--- src/rtl/rvb_pcpi_cmp.sv ---
// Downstream checker for a reference/mutated pair of PCPI coprocessors on a shared issue port.
// Captures each side's first response and reports a per-transaction verdict.
//
// state    | meaning
// S_IDLE   | no transaction outstanding; waits for pcpi_valid
// S_WAIT   | transaction issued; latching each side's first ready, aging, skew tracking
// S_REPORT | one-cycle verdict (done/pass/err_code valid)
module rvb_pcpi_cmp #(
   parameter int TIMEOUT  = 64,
   parameter int MAX_SKEW = 0,
   parameter int CNT_W    = 16
) (
   input  logic             i_clk,
   input  logic             i_reset,
   input  logic             i_pcpi_valid,
   input  logic [31:0]      i_pcpi_insn,
   input  logic             i_ref_pcpi_ready,
   input  logic             i_ref_pcpi_wr,
   input  logic [31:0]      i_ref_pcpi_rd,
   input  logic             i_mut_pcpi_ready,
   input  logic             i_mut_pcpi_wr,
   input  logic [31:0]      i_mut_pcpi_rd,
   output logic             o_busy,
   output logic             o_done,
   output logic             o_pass,
   output logic [4:0]       o_err_code,
   output logic [4:0]       o_err_sticky,
   output logic [31:0]      o_last_insn,
   output logic [CNT_W-1:0] o_txn_count,
   output logic [CNT_W-1:0] o_err_count
);

   // Age and skew never exceed TIMEOUT+1, so this width cannot overflow.
   localparam int AW = $clog2(TIMEOUT + 2);
   localparam logic [AW-1:0] TO_V = AW'(TIMEOUT);

   typedef enum logic [1:0] {S_IDLE, S_WAIT, S_REPORT} state_t;

   state_t           r_state;
   logic [AW-1:0]    r_age;
   logic [AW-1:0]    r_skew_cnt;
   logic             r_skew_err;
   logic             r_spur;
   logic             r_ref_got;
   logic             r_mut_got;
   logic             r_ref_wr;
   logic             r_mut_wr;
   logic [31:0]      r_ref_rd;
   logic [31:0]      r_mut_rd;
   logic             r_done;
   logic             r_pass;
   logic [4:0]       r_err_code;
   logic [4:0]       r_err_sticky;
   logic [31:0]      r_last_insn;
   logic [CNT_W-1:0] r_txn_count;
   logic [CNT_W-1:0] r_err_count;

   logic             w_ref_new;
   logic             w_mut_new;
   logic             w_ref_got;
   logic             w_mut_got;
   logic             w_ref_wr;
   logic             w_mut_wr;
   logic [31:0]      w_ref_rd;
   logic [31:0]      w_mut_rd;
   logic [AW-1:0]    w_age;
   logic [AW-1:0]    w_skew_cnt;
   logic             w_skew_err;
   logic             w_spur;
   logic             w_both;
   logic             w_timeout;
   logic             w_finish;
   logic [4:0]       w_code;

   // The verdict uses this cycle's readies as well as earlier latches.
   always_comb begin
      w_ref_new  = i_ref_pcpi_ready & ~r_ref_got;
      w_mut_new  = i_mut_pcpi_ready & ~r_mut_got;
      w_ref_got  = r_ref_got | i_ref_pcpi_ready;
      w_mut_got  = r_mut_got | i_mut_pcpi_ready;
      w_ref_wr   = r_ref_got ? r_ref_wr : i_ref_pcpi_wr;
      w_mut_wr   = r_mut_got ? r_mut_wr : i_mut_pcpi_wr;
      w_ref_rd   = r_ref_got ? r_ref_rd : i_ref_pcpi_rd;
      w_mut_rd   = r_mut_got ? r_mut_rd : i_mut_pcpi_rd;
      w_age      = r_age + AW'(1);
      w_skew_cnt = r_skew_cnt + AW'(r_ref_got ^ r_mut_got);
      w_skew_err = r_skew_err | (int'(w_skew_cnt) > MAX_SKEW);
      w_spur     = r_spur | i_pcpi_valid
                 | (i_ref_pcpi_ready & r_ref_got)
                 | (i_mut_pcpi_ready & r_mut_got);
      w_both     = w_ref_got & w_mut_got;
      w_timeout  = (w_age == TO_V) & ~w_both;
      w_finish   = (r_ref_got & r_mut_got) | w_timeout;
      w_code     = {w_spur,
                    w_timeout,
                    w_skew_err,
                    w_both & w_ref_wr & w_mut_wr & (w_ref_rd != w_mut_rd),
                    w_both & (w_ref_wr != w_mut_wr)};
   end

   always_ff @(posedge i_clk) begin
      if (i_reset) begin
         r_state      <= S_IDLE;
         r_age        <= '0;
         r_skew_cnt   <= '0;
         r_skew_err   <= 1'b0;
         r_spur       <= 1'b0;
         r_ref_got    <= 1'b0;
         r_mut_got    <= 1'b0;
         r_ref_wr     <= 1'b0;
         r_mut_wr     <= 1'b0;
         r_ref_rd     <= '0;
         r_mut_rd     <= '0;
         r_done       <= 1'b0;
         r_pass       <= 1'b0;
         r_err_code   <= '0;
         r_err_sticky <= '0;
         r_last_insn  <= '0;
         r_txn_count  <= '0;
         r_err_count  <= '0;
      end else begin
         r_done     <= 1'b0;
         r_pass     <= 1'b0;
         r_err_code <= '0;
         case (r_state)
            S_IDLE: begin
               if (i_pcpi_valid) begin
                  r_state     <= S_WAIT;
                  r_last_insn <= i_pcpi_insn;
                  r_age       <= '0;
                  r_skew_cnt  <= '0;
                  r_skew_err  <= 1'b0;
                  r_spur      <= 1'b0;
                  r_ref_got   <= 1'b0;
                  r_mut_got   <= 1'b0;
               end else if (i_ref_pcpi_ready | i_mut_pcpi_ready) begin
                  r_err_sticky[4] <= 1'b1;
               end
            end
            S_WAIT: begin
               r_age      <= w_age;
               r_skew_cnt <= w_skew_cnt;
               r_skew_err <= w_skew_err;
               r_spur     <= w_spur;
               if (w_ref_new) begin
                  r_ref_got <= 1'b1;
                  r_ref_wr  <= i_ref_pcpi_wr;
                  r_ref_rd  <= i_ref_pcpi_rd;
               end
               if (w_mut_new) begin
                  r_mut_got <= 1'b1;
                  r_mut_wr  <= i_mut_pcpi_wr;
                  r_mut_rd  <= i_mut_pcpi_rd;
               end
               if (w_finish) begin
                  r_state      <= S_REPORT;
                  r_done       <= 1'b1;
                  r_pass       <= ~|w_code;
                  r_err_code   <= w_code;
                  r_err_sticky <= r_err_sticky | w_code;
                  r_txn_count  <= r_txn_count + CNT_W'(1);
                  if (|w_code && !(&r_err_count))
                     r_err_count <= r_err_count + CNT_W'(1);
               end
            end
            S_REPORT: begin
               r_state <= S_IDLE;
               // Anything arriving while the verdict is out has no transaction to belong to.
               if (i_pcpi_valid | i_ref_pcpi_ready | i_mut_pcpi_ready)
                  r_err_sticky[4] <= 1'b1;
            end
            default: r_state <= S_IDLE;
         endcase
      end
   end

   assign o_busy       = (r_state != S_IDLE);
   assign o_done       = r_done;
   assign o_pass       = r_pass;
   assign o_err_code   = r_err_code;
   assign o_err_sticky = r_err_sticky;
   assign o_last_insn  = r_last_insn;
   assign o_txn_count  = r_txn_count;
   assign o_err_count  = r_err_count;

endmodule

--- config.mk ---
export PLATFORM = sky130hd
export DESIGN_NAME = rvb_pcpi_cmp
export DESIGN_NICKNAME = d
export VERILOG_FILES = /design/src/rtl/rvb_pcpi_cmp.sv
export SDC_FILE = /design/constraint.sdc
export NUM_CORES = 1
export LEC_CHECK = 0
export BUFFER_PORTS_ARGS = -buffer_cell sky130_fd_sc_hd__buf_4
export CORE_ASPECT_RATIO = 1.2
export CORE_MARGIN = 5
export CORE_UTILIZATION = 51
export CTS_CLUSTER_DIAMETER = 80
export DETAILED_ROUTE_END_ITERATION = 10
export HOLD_SLACK_MARGIN = 0.03
export PLACE_DENSITY_LB_ADDON = 0.2
export SETUP_SLACK_MARGIN = 0.1
export SYNTH_ARGS = -nofsm -noshare
export SYNTH_HDL_FRONTEND = slang
export SYNTH_SLANG_ARGS = --single-unit
--- constraint.sdc ---
create_clock -name i_clk -period 6.8 [get_ports i_clk]
set_input_delay 0.34 -clock i_clk [delete_from_list [all_inputs] [get_ports i_clk]]
set_output_delay 0.34 -clock i_clk [all_outputs]
set_load 0.02 [all_outputs]
**Yosys cells after proc, flatten, opt, wreduce, memory -nomap -nowiden**

Cells that the tools add are included.

- ROM bits: 0
- Output and inout port bits: 77
- Latch bits: 0
- Bits in writable memories: 0
- Memories kept: 0
- Word-level logic and storage cells: 108
- Register bits after elaboration: 162

- Equality and inequality tests: 12
- Bitwise gates (word level): 28
- $mul: 0
- Shift-type cells: 0
- Div/mod/pow operators: 0
- Reductions and logical operators: 21
- Mux-type cells: 23
- Magnitude comparators: 1
- Add/subtract/negate cells: 4

Operator list:

| kind | count |
|---|---|
| 32-bit 2-to-1 mux | 2 |
| 16-bit by 1-bit adder with 16-bit output (second input constant) | 2 |
| 32-bit != test | 1 |
| 7-bit case mux with 2 select lines | 2 |
| 16-bit AND reduction | 1 |
| 2-bit != test (second input constant) | 7 |
| 2-bit AND reduction | 6 |
| 1-bit bitwise AND | 11 |
| 1-bit bitwise OR | 10 |
| 1-bit 2-to-1 mux | 9 |
| 3-bit AND reduction | 3 |
| 1-bit case mux with 2 select lines | 4 |
| 7-bit by 1-bit adder with 7-bit output | 1 |
| 7-bit by 1-bit adder with 7-bit output (second input constant) | 1 |
| 7-bit equality test (second input constant) | 1 |
| 7-bit by 1-bit greater-than comparator with 1-bit output (second input constant) | 1 |
| 7-bit 2-to-1 mux | 1 |
| 5-bit 2-to-1 mux | 1 |
| 1-bit inverter | 5 |
| 5-bit bitwise OR | 1 |
| 5-bit AND reduction | 1 |
| 5-bit OR reduction | 1 |
| 2-bit 2-to-1 mux | 2 |
| 2-bit case mux with 2 select lines | 1 |
| 12 further kinds | 14 |

**Depth between registers and ports, before layout**

Gate-level depths: netlist of the first run.

- Depth in word-level cells: 8
- Mapped depth: 10
- Mapped depth without buffers: 10

**Worst setup path before layout of the first run**

OpenSTA, ideal clock, no wires.

- Kind: register to register
- Start point: register r_ref_got
- End point: register r_err_count[2], in the netlist o_err_count[2]
- Period minus slack after synthesis: 2.846 ns
- Arrival time: 2.723 ns
- Required time: 6.677 ns
- Setup slack: 3.954 ns
- Cell stages (with the launch flop): 11
- Path through: dfxtp_1 -> ha_1 -> ha_1 -> ha_1 -> nand3_1 -> xor2_1 -> nand3_1 -> or4_4 -> or3_1 -> o211ai_1 -> mux2_1

- Cells in the longest elaborated chain, start to end: 8
- Elaborated cells on any way between the ends: 24

Ends and longest elaborated chain:

| element | RTL line | text |
|---|---|---|
| start: declaration | 44 | `logic r_ref_got;` |
| start signal: assignment | 108 | `r_ref_got <= 1'b0;` |
| start signal: assignment | 134 | `r_ref_got <= 1'b0;` |
| start signal: assignment | 146 | `r_ref_got <= 1'b1;` |
| branches (longest 7 deep; another with 7-bit by 1-bit adder with 7-bit output) | - |  |
| 3-bit AND reduction (no source line) (*) | - |  |
| end signal: assignment | 163 | `r_err_count <= r_err_count + CNT_W'(1);` |
| end: declaration | 56 | `logic [CNT_W-1:0] r_err_count;` |

Every way passes the cells marked *.
A chain may end at the register's enable or synchronous reset.

**Final worst setup path of the first run**

Same ends and word-level chain as after synthesis.

==> impl_metrics.json, run 1 <==
{
  "ys_seq_area_share_pct": 42.9,
  "grtUsageMet1_pct": 27.9,
  "cts_buffer_depth": 2,
  "cp-start-kind": "flip-flop",
  "ant_nets": 0,
  "netlist_area_mm2": 0.00756,
  "maxCapViolCount": 0,
  "remaining_drc_errors": 0,
  "path_class": "flip-flop to flip-flop",
  "grtUsageTotal_pct": 22.4,
  "combPwrFrac_pct": 12.8,
  "cts.clk_slew.worst_paths_ns": 0.06,
  "swShare_pct": 24.3,
  "clock.fmax_mhz": 337,
  "pwr-share-seq_pct": 45.0,
  "final_layout_size_suffix_gt1_share_pct": 22.8,
  "layout_common_cells": "nand2_1 (214), buf_4 (189), dfxtp_1 (160), a21oi_1 (123), mux2i_1 (67)",
  "yosys_register_bits": 162,
  "power.density_mw_per_mm2": 232,
  "critPathArrivalTime_ns": 3.27,
  "layout.nets": 1159,
  "viasPerCell": 5.30,
  "pwr-share-clk_pct": 42.2,
  "design.die.area_mm2": 0.0174,
  "overflow": 0,
  "synthMuxAreaShare_pct": 11.0,
  "power_w": 0.00222,
  "cp.required_ns": 7.10,
  "grt_util_met3_pct": 4.02,
  "cts_tree": "yes",
  "post-route-util_pct": 66.0,
  "synth.area.top_cells": "dfxtp_1 (43%), nand2_1 (11%), mux2i_1 (8.9%), a21oi_1 (8.1%), xor2_1 (4.9%)",
  "r2r_start": "r_ref_got",
  "slew_headroom_pct": 22.9,
  "status": "finished clean",
  "worstHoldStart": "i_pcpi_insn[15]",
  "maxSlewViolCount": 0,
  "crit_fanout": 5,
  "ys_warn_count": 0,
  "min_path_cells": 3,
  "coreArea_mm2": 0.0145,
  "cts_setup_buffers": 0,
  "cts_buffers": 17,
  "syn_nets": 1002,
  "dr_total_vias": 6688,
  "min_period_ns": 2.96,
  "synth_xor_area_share_pct": 5.68,
  "synth_compound_area_share_pct": 14.6,
  "placedInstanceArea_mm2": 0.00899,
  "synth_top_area_cell": "dfxtp_1",
  "clock_sinks": 162,
  "whs_endpoint": "o_last_insn[15]",
  "holdCritPathClass": "input pin to flip-flop",
  "busiest_layer": "met2",
  "grt_antenna_before_repair": 1,
  "clk_latency_ns": 0.42,
  "end_kind": "flip-flop",
  "fin_skew_ns": 0.00722,
  "final-hold-violation-count": 0,
  "grt_pass1_wl_um": 31400,
  "pin_count": 180,
  "grt_pass1_vias": 6352,
  "ctsHoldBuffers": 0,
  "r2r_slack_ns": 3.84,
  "switchingPower_w": 0.000540,
  "grt_setup_unrepaired": "no",
  "wl_per_cell_um": 15.9,
  "synthSimpleGateAreaFrac_pct": 21.2,
  "synth_top_family_by_area": "simple AND/OR/NAND/NOR gates",
  "finalSetupViolations": 0,
  "root_buffer": "clkbuf_16",
  "htreeDepth": 4,
  "p_leak_nw": 3.81,
  "postSynthCellCount": 893,
  "die_x_um": 121,
  "io_buffers": 179,
  "grt_max_degree": 87,
  "vdd_drop_max_mv": 0.142,
  "first_pass_iters": 4,
  "synth-async-reset-ratio_pct": 0,
  "syn_avg_cell_area_um2": 8.46,
  "worstMarginPinSlew_ns": 1.15,
  "post_cts_resize_count": 0,
  "synth_top_area_share_pct": 42.9,
  "initial_core_util_pct": 52.2,
  "rr_worst_depth": 10,
  "min_period_over_period_pct": 43.6,
  "synth_edf_count": 0,
  "ys_types": 58,
  "synthAdderAreaFrac_pct": 0.994,
  "drt_wl_total_um": 20100,
  "die_h_um": 143,
  "ys.flop_type": "dfxtp_1",
  "dr.first_iter.drc_count": 490,
  "gr-usage-met2_pct": 39.1,
  "final_common_cell": "nand2_1",
  "gp_congestion": 0.786,
  "final.setup.tns_ns": 0,
  "area.growth.synth_to_final_pct": 26.4,
  "stdcell_area_mm2": 0.00955,
  "internal_power_w": 0.00168,
  "r2r-end": "o_err_count[2]",
  "place.detailed.hpwl_um": 13700,
  "rows": 48
}
[cell type report]
cell class	instances	area (um2)
Clock inverter	7	110
Tap cell	200	250
Inverter	7	26.3
Sequential cell	162	3250
Multi-Input combinational cell	673	4050
Fill cell	1246	4920
Clock buffer	22	454
Antenna cell	1	2.50
Timing Repair Buffer	189	1420
[worst max path at each step]
stage,endpoint,cells after the start,from
floorplan,o_err_count[2],10,r_ref_got
global placement,o_err_count[2],10,r_ref_got
CTS,o_err_count[2],10,r_ref_got
finish,o_err_count[2],10,r_ref_got
global route,o_err_count[11],10,r_ref_got
detailed placement,o_err_count[2],10,r_ref_got
[critical path, stage by stage (launching register included)]
cell	delay [ns]
dfxtp_2	0.32
ha_1	0.29
ha_1	0.22
ha_1	0.25
nand3_1	0.15
xor2_1	0.16
nand3_1	0.09
or4_4	0.47
or3_1	0.36
o211ai_1	0.21
mux2_1	0.33
[stage by stage]
| step | hold slack (ns) | instances | setup slack (ns) |
|---|---|---|---|
| 2_1_floorplan | 0.436 | 893 | 3.95 |
| 3_3_place_gp | 0.438 | 1231 | 3.89 |
| 3_5_place_dp | 0.441 | 1231 | 3.83 |
| 4_1_cts | 0.150 | 1260 | 3.82 |
| 5_1_grt | 0.158 | 1261 | 3.65 |
| 6_report | 0.164 | 1261 | 3.84 |
[cells in the mapped netlist, types with 8 or more instances]
master and n:
dfxtp_1 162, mux2i_1 67, nor2b_1 17, nor2_1 48, a21oi_1 123, o21ai_0 14
nand2_1 214, clkbuf_1 33, buf_1 9, nand3_1 20, a21o_1 8, xor2_1 42
a211oi_1 10
[routing by layer]
metal,wire (um),vias up
met4,336,0
met1,8580,3112
li1,-,3363
met2,10200,189
met5,0,-
met3,967,24
[flip-flops by register name, summed over array words and instances, names as in the netlist, 2 cells and up]
name / flops
o_last_insn: 32
r_mut_rd: 32
o_txn_count: 16
r_age: 7
o_err_count: 16
r_ref_rd: 32
r_state: 2
o_err_code: 5
o_err_sticky: 5
r_skew_cnt: 7
[power by group through the flow]
| stage | sequential (W) | combinational, W | clock [W] |
|---|---|---|---|
| final | 0.000998 | 0.000285 | 0.000936 |
| after global routing | 0.00100 | 0.000311 | 0.000991 |
| after CTS | 0.000997 | 0.000286 | 0.000951 |
| after detailed placement | 0.00102 | 0.000284 | 0 |
| after global placement | 0.00102 | 0.000282 | 0 |
| after floorplan | 0.00103 | 0.000158 | 0 |
[cell families after synthesis]
logic type / Yosys count
simple gates: 356
flops: 162
mux: 81
xor+xnor: 49
compound gates: 181
buf+inv: 58
fa+ha+maj: 6
No activity file was read; power rests on OpenSTA's default activity.
==> run 2, diff against run 1 <==
ABC_AREA = 1   (was not set)
clock period = 2.9 ns   (was 6.8 ns; I/O delays follow)
==> run 2 against run 1 <==
Effect of this change: final area increased by 18%; clock-buffer cell count unchanged; combinational power rose to 3.6 times the previous value; sequential power up 140%; non-clock buffer count grew 100; largest cell class unchanged.
==> impl_metrics.json, run 2 <==
{
  "viasPerCell": 5.05,
  "ant_nets": 0,
  "fin_skew_ns": 0.00740,
  "synth_xor_area_share_pct": 3.08,
  "combPwrFrac_pct": 17.5,
  "synthMuxAreaShare_pct": 0,
  "htreeDepth": 4,
  "stdcell_area_mm2": 0.0113,
  "die_h_um": 149,
  "coreArea_mm2": 0.0161,
  "synth_compound_area_share_pct": 12.5,
  "power_w": 0.00590,
  "final.setup.tns_ns": 0,
  "finalSetupViolations": 0,
  "stdcell_count": 1764,
  "place.detailed.hpwl_um": 14900,
  "root_buffer": "clkbuf_16",
  "grt_pass1_wl_um": 38900,
  "netlist_area_mm2": 0.00824,
  "final-hold-violation-count": 0,
  "cts_buffers": 17,
  "status": "finished clean",
  "pwr-share-clk_pct": 41.4,
  "cts_tree": "yes",
  "die_x_um": 126,
  "synthSimpleGateAreaFrac_pct": 34.9,
  "min_period_ns": 2.44,
  "remaining_drc_errors": 0,
  "synth_top_area_share_pct": 39.3,
  "place_inst": 1636,
  "final_common_cell": "nand2_1",
  "cts_buffer_depth": 2,
  "ys_types": 39,
  "power.density_mw_per_mm2": 523,
  "yosysMostFrequentCell": "nand2_1",
  "ys_top_cells_by_count": "nand2_1 (440), nor2_1 (189), dfxtp_1 (162)",
  "ys.flop_type": "dfxtp_1",
  "overflow": 0,
  "dr_total_vias": 8908,
  "clk_latency_ns": 0.42,
  "grtUsageTotal_pct": 24.9,
  "io_buffers": 179,
  "grt_setup_unrepaired": "no",
  "grt_antenna_before_repair": 0,
  "yosys_register_bits": 162,
  "path_class": "flip-flop to flip-flop",
  "swShare_pct": 26.5,
  "switchingPower_w": 0.00156,
  "end_kind": "flip-flop",
  "ys_warn_count": 0,
  "first_pass_iters": 5,
  "synth_top_family_by_area": "simple AND/OR/NAND/NOR gates",
  "cts_setup_buffers": 0,
  "worstMarginPinSlew_ns": 0.927,
  "synth-async-reset-ratio_pct": 0,
  "grt_max_degree": 73,
  "synth_edf_count": 0,
  "crit_fanout": 19,
  "dr.first_iter.drc_count": 696,
  "design.die.area_mm2": 0.0188,
  "ys_seq_area_share_pct": 39.3,
  "gp_congestion": 0.872,
  "cts.clk_slew.worst_paths_ns": 0.06,
  "layout_common_cells": "nand2_1 (440), buf_4 (191), nor2_1 (189), dfxtp_1 (160), o21ai_0 (121)",
  "slew_headroom_pct": 38.2,
  "clock.fmax_mhz": 409,
  "syn_nets": 1403,
  "maxCapViolCount": 0,
  "clock_sinks": 162,
  "syn_avg_cell_area_um2": 6.37,
  "p_leak_nw": 5.39,
  "rows": 51,
  "final_layout_size_suffix_gt1_share_pct": 15.5,
  "cp-start-kind": "flip-flop",
  "synth_top_area_cell": "dfxtp_1",
  "internal_power_w": 0.00434,
  "insertedDiodeCount": 0,
  "layout.nets": 1648,
  "holdCritPathClass": "input pin to flip-flop",
  "cp.required_ns": 3.25,
  "critPathArrivalTime_ns": 2.79,
  "placedInstanceArea_mm2": 0.00968,
  "maxSlewViolCount": 0,
  "min_period_over_period_pct": 84.2,
  "drt_wl_total_um": 23900,
  "synthAdderAreaFrac_pct": 0.911,
  "area.growth.synth_to_final_pct": 36.8,
  "wl_per_cell_um": 13.5,
  "synth.area.top_cells": "dfxtp_1 (39%), nand2_1 (20%), nor2_1 (8.6%), o21ai_0 (7.3%), inv_1 (5.3%)",
  "postSynthCellCount": 1294,
  "vdd_drop_max_mv": 0.466,
  "pwr-share-seq_pct": 41.2,
  "grt_pass1_vias": 8358,
  "initial_core_util_pct": 51.3,
  "pin_count": 180
}
## run 2: cell types whose count changed after synthesis, moves of 27 or more
cell / change
o21ai_0: +107
nand2_1: +226
a21oi_1: -55
mux2i_1: -67
inv_1: +110
nor2_1: +141
xor2_1: -27
## run 2: power groups by stage
stage | registers (W) | clock network [W] | logic (W)
floorplan | 0.00251 | 0 | 0.000527
global placement | 0.00247 | 0 | 0.000899
detailed placement | 0.00247 | 0 | 0.000910
CTS | 0.00242 | 0.00248 | 0.00102
global route | 0.00244 | 0.00258 | 0.00114
finish | 0.00243 | 0.00244 | 0.00103
## run 2: final cells by class
cell class,count,area (um2)
Fill cell,1379,4800
Multi-Input combinational cell,949,4250
Sequential cell,162,3250
Timing Repair Buffer,289,2430
Clock buffer,22,454
Inverter,120,450
Tap cell,212,265
Clock inverter,10,181
## run 2: critical path, cell delays in order (launching register included)
cell and delay (ns):
dfxtp_2 0.34, ha_1 0.29, ha_1 0.20, ha_1 0.22
xor2_1 0.16, nor4_1 0.19, nor2b_1 0.17, nand2_1 0.10
nor2_2 0.16, nand2_4 0.16, nand2_4 0.20, nand2_1 0.07
a21oi_1 0.12
## run 2: kinds of logic after synthesis
| logic type | count (synthesis) |
|---|---|
| xor+xnor | 29 |
| buf+inv | 183 |
| simple gates | 715 |
| fa+ha+maj | 6 |
| compound gates | 199 |
| flops | 162 |
## run 2: per-stage QoR
stage	hold slack (ns)	util, %	setup slack (ns)
after floorplan	0.280	-	0.685
final	0.0423	70.1	0.457
after global routing	0.0447	70.1	0.145
after detailed placement	0.374	60.2	0.452
after global placement	0.365	60.2	0.549
after CTS	0.0318	70.1	0.433
## run 2: per-layer routing
metal	wire length [um]	vias to the layer above	track usage (%)	part of all wire [%]
met5	0	-	0	0
met4	495	0	8.74	2.1
met3	1530	35	5.69	6.4
met2	11600	270	42.9	49
met1	10200	4062	30.5	43
li1	-	4541	-	-
## run 2: final timing paths
path,from,end,slack [ns],cells past startpoint
max,r_ref_got,o_err_count[1],0.46,12
min,i_ref_pcpi_rd[2],r_ref_rd[2],0.04,3
max reg2reg,r_ref_got,o_err_count[1],0.46,12
min reg2reg,o_err_sticky[2],o_err_sticky[2],0.46,2
## run 2: repair_timing
item | CTS | global route
hold endpoints to repair | 96 | 0
hold buffers | 96 | 0
resized for setup | 0 | 0
==> run 3, diff against run 2 <==
ABC_AREA = 0   (was 1)
clock period = 2.28 ns   (was 2.9 ns; I/O delays follow)
==> run 3 against run 2 <==
Effect of this change: sequential power up 23%; largest power group unchanged; fmax down 12%; core utilization grew 9.7 points; register-to-register slack got worse by 0.95 ns; flip-flop and latch count stayed put; sequential share of layout area fell by 0.62 points; worst hold slack gained 0.12 ns; non-clock buffer count is 75 higher; critical endpoint is now o_err_count[2]; the flow now finishes with violations (negative setup slack); final area increased by 2.5%; combinational power is 9.7% higher; clock-buffer cell count is 2 higher.
==> impl_metrics.json, run 3 (synthesized netlist as in run 1, its figures left out) <==
{
  "cp.required_ns": 2.59,
  "grt_setup_unrepaired": "yes",
  "pin_count": 180,
  "min_period_ns": 2.77,
  "stdcell_count": 1439,
  "path_depth": 10,
  "crit_slowest_cell": "or4_4",
  "cp-start-kind": "flip-flop",
  "clk_latency_ns": 0.42,
  "clock.fmax_mhz": 361,
  "r2r-end": "o_err_count[2]",
  "crit_buf_inv": 0,
  "cts_buffers": 17,
  "grtUsageTotal_pct": 27.1,
  "dr_total_vias": 7780,
  "grt_pass1_wl_um": 37600,
  "critPathArrivalTime_ns": 3.08,
  "coreArea_mm2": 0.0145,
  "design.die.area_mm2": 0.0174,
  "holdCritPathClass": "input pin to flip-flop",
  "first_pass_iters": 5,
  "cts_buffer_depth": 2,
  "power.density_mw_per_mm2": 616,
  "cts_tree": "yes",
  "final_common_cell": "buf_4",
  "final_layout_size_suffix_gt1_share_pct": 29.3,
  "grt_antenna_before_repair": 1,
  "ant_nets": 0,
  "whs_endpoint": "o_last_insn[31]",
  "r2r_start": "r_mut_got",
  "maxSlewViolCount": 0,
  "pwr-share-clk_pct": 42.2,
  "die_x_um": 121,
  "gp_congestion": 0.818,
  "min_period_over_period_pct": 122,
  "remaining_drc_errors": 0,
  "path_class": "flip-flop to flip-flop",
  "die_h_um": 143,
  "slowest_delay_ns": 0.46,
  "switchingPower_w": 0.00177,
  "dr.first_iter.drc_count": 573,
  "worstMarginPinSlew_ns": 0.596,
  "overflow": 0,
  "swShare_pct": 24.9,
  "maxCapViolCount": 0,
  "drt_wl_total_um": 24700,
  "worst_hold_slack_ns": 0.166,
  "status": "finished with violations",
  "viasPerCell": 5.41,
  "fin_skew_ns": 0.00852,
  "cts.clk_slew.worst_paths_ns": 0.06,
  "grt_pass1_vias": 7721,
  "critPathTopFamily": "simple AND/OR/NAND/NOR gates",
  "worstHoldStart": "i_reset",
  "layout.nets": 1334,
  "path_cells": "ha_4 -> ha_4 -> ha_4 -> nand3_2 -> xor2_1 -> nand3_1 -> or4_4 -> or3_4 -> o211ai_1 -> mux2_1",
  "r2r_slack_ns": -0.49,
  "internal_power_w": 0.00534,
  "combPwrFrac_pct": 15.9,
  "htreeDepth": 4,
  "end_kind": "flip-flop",
  "place.detailed.hpwl_um": 14800,
  "initial_core_util_pct": 52.2,
  "grt_max_degree": 56,
  "finalSetupViolations": 33,
  "p_leak_nw": 4.68,
  "timing.final.ws_setup_ns": -0.491,
  "min_path_cells": 2,
  "vdd_drop_max_mv": 0.651,
  "clock_sinks": 162,
  "area.growth.synth_to_final_pct": 52.9,
  "crit_fanout": 4,
  "crit_top_cell": "ha_4",
  "final-hold-violation-count": 0,
  "pwr-share-seq_pct": 41.9,
  "slew_headroom_pct": 60.3,
  "violations": "negative setup slack",
  "layout_common_cells": "buf_4 (253), nand2_1 (214), dfxtp_1 (158), a21oi_1 (116), dlygate4sd3_1 (99)",
  "place_inst": 1295,
  "io_buffers": 179,
  "root_buffer": "clkbuf_16",
  "rr_worst_depth": 10,
  "wl_per_cell_um": 17.1,
  "rows": 48
}
-- run 3: power groups by stage --
stage	combinational [W]	sequential (W)	clock [W]
finish	0.00113	0.00298	0.00300
global placement	0.000900	0.00303	0
floorplan	0.000479	0.00307	0
CTS	0.00109	0.00297	0.00304
detailed placement	0.000913	0.00303	0
global route	0.00121	0.00299	0.00316
-- run 3: final cells by class --
| cell class | count | area (um2) |
|---|---|---|
| timing repair buffer | 364 | 3080 |
| clock inverter | 8 | 121 |
| sequential | 162 | 3250 |
| clock buffer | 24 | 503 |
| inverter | 7 | 26.3 |
| multi-input combinational | 673 | 4320 |
| fill | 936 | 2920 |
| antenna | 1 | 2.50 |
| tap | 200 | 250 |
-- run 3: layer usage --
metal / track usage, % / part of all wire [%] / vias up
met3: 5.71 / 5.5 / 72
met1: 30.3 / 37 / 3692
met2: 50.1 / 54 / 296
met5: 0 / 0 / -
li1: - / - / 3720
met4: 10.8 / 3.5 / 0
-- run 3: worst max-delay path by stage --
stage              start              to  slack [ns]
2_1_floorplan  r_ref_got  o_err_count[2]       -0.36
3_3_place_gp   r_ref_got  o_err_count[2]       -0.39
3_5_place_dp   r_ref_got  o_err_count[2]       -0.45
4_1_cts        r_ref_got  o_err_count[2]       -0.44
5_1_grt        r_ref_got  o_err_count[2]       -0.58
6_report       r_mut_got  o_err_count[2]       -0.49
-- run 3: stage by stage --
step                      setup slack [ns]  util, %  power [W]  setup TNS [ns]  area (um2)
final                               -0.491     79.8    0.00711           -8.31       11600
after global routing                -0.576     79.8    0.00736          -11.44       11600
after detailed placement            -0.448     66.2    0.00395           -6.96        9580
after floorplan                     -0.358        -    0.00355           -4.02        7650
after CTS                           -0.442     78.5    0.00711           -6.84       11400
after global placement              -0.387     66.2    0.00393           -5.78        9580
-- run 3: worst reg2reg max path, delay by kind of cell (launching register included) --
kind	cells	cell delay (ns)
xor gates and xnor gates	1	0.17
adders and majority gates	3	0.55
AOI/OAI and AO/OA	1	0.23
and+or+nand+nor	4	1.00
muxes	1	0.34
DFF	1	0.37
-- run 3: repair_timing --
item / in CTS / in global routing
endpoints found under the hold margin: 99 / 0
resized for setup: 18 / 32
hold buffers: 99 / 0
cloned: 1 / 1
buffers inserted: 5 / 5
setup endpoints to repair: 39 / 42
pin swaps: 8 / 4
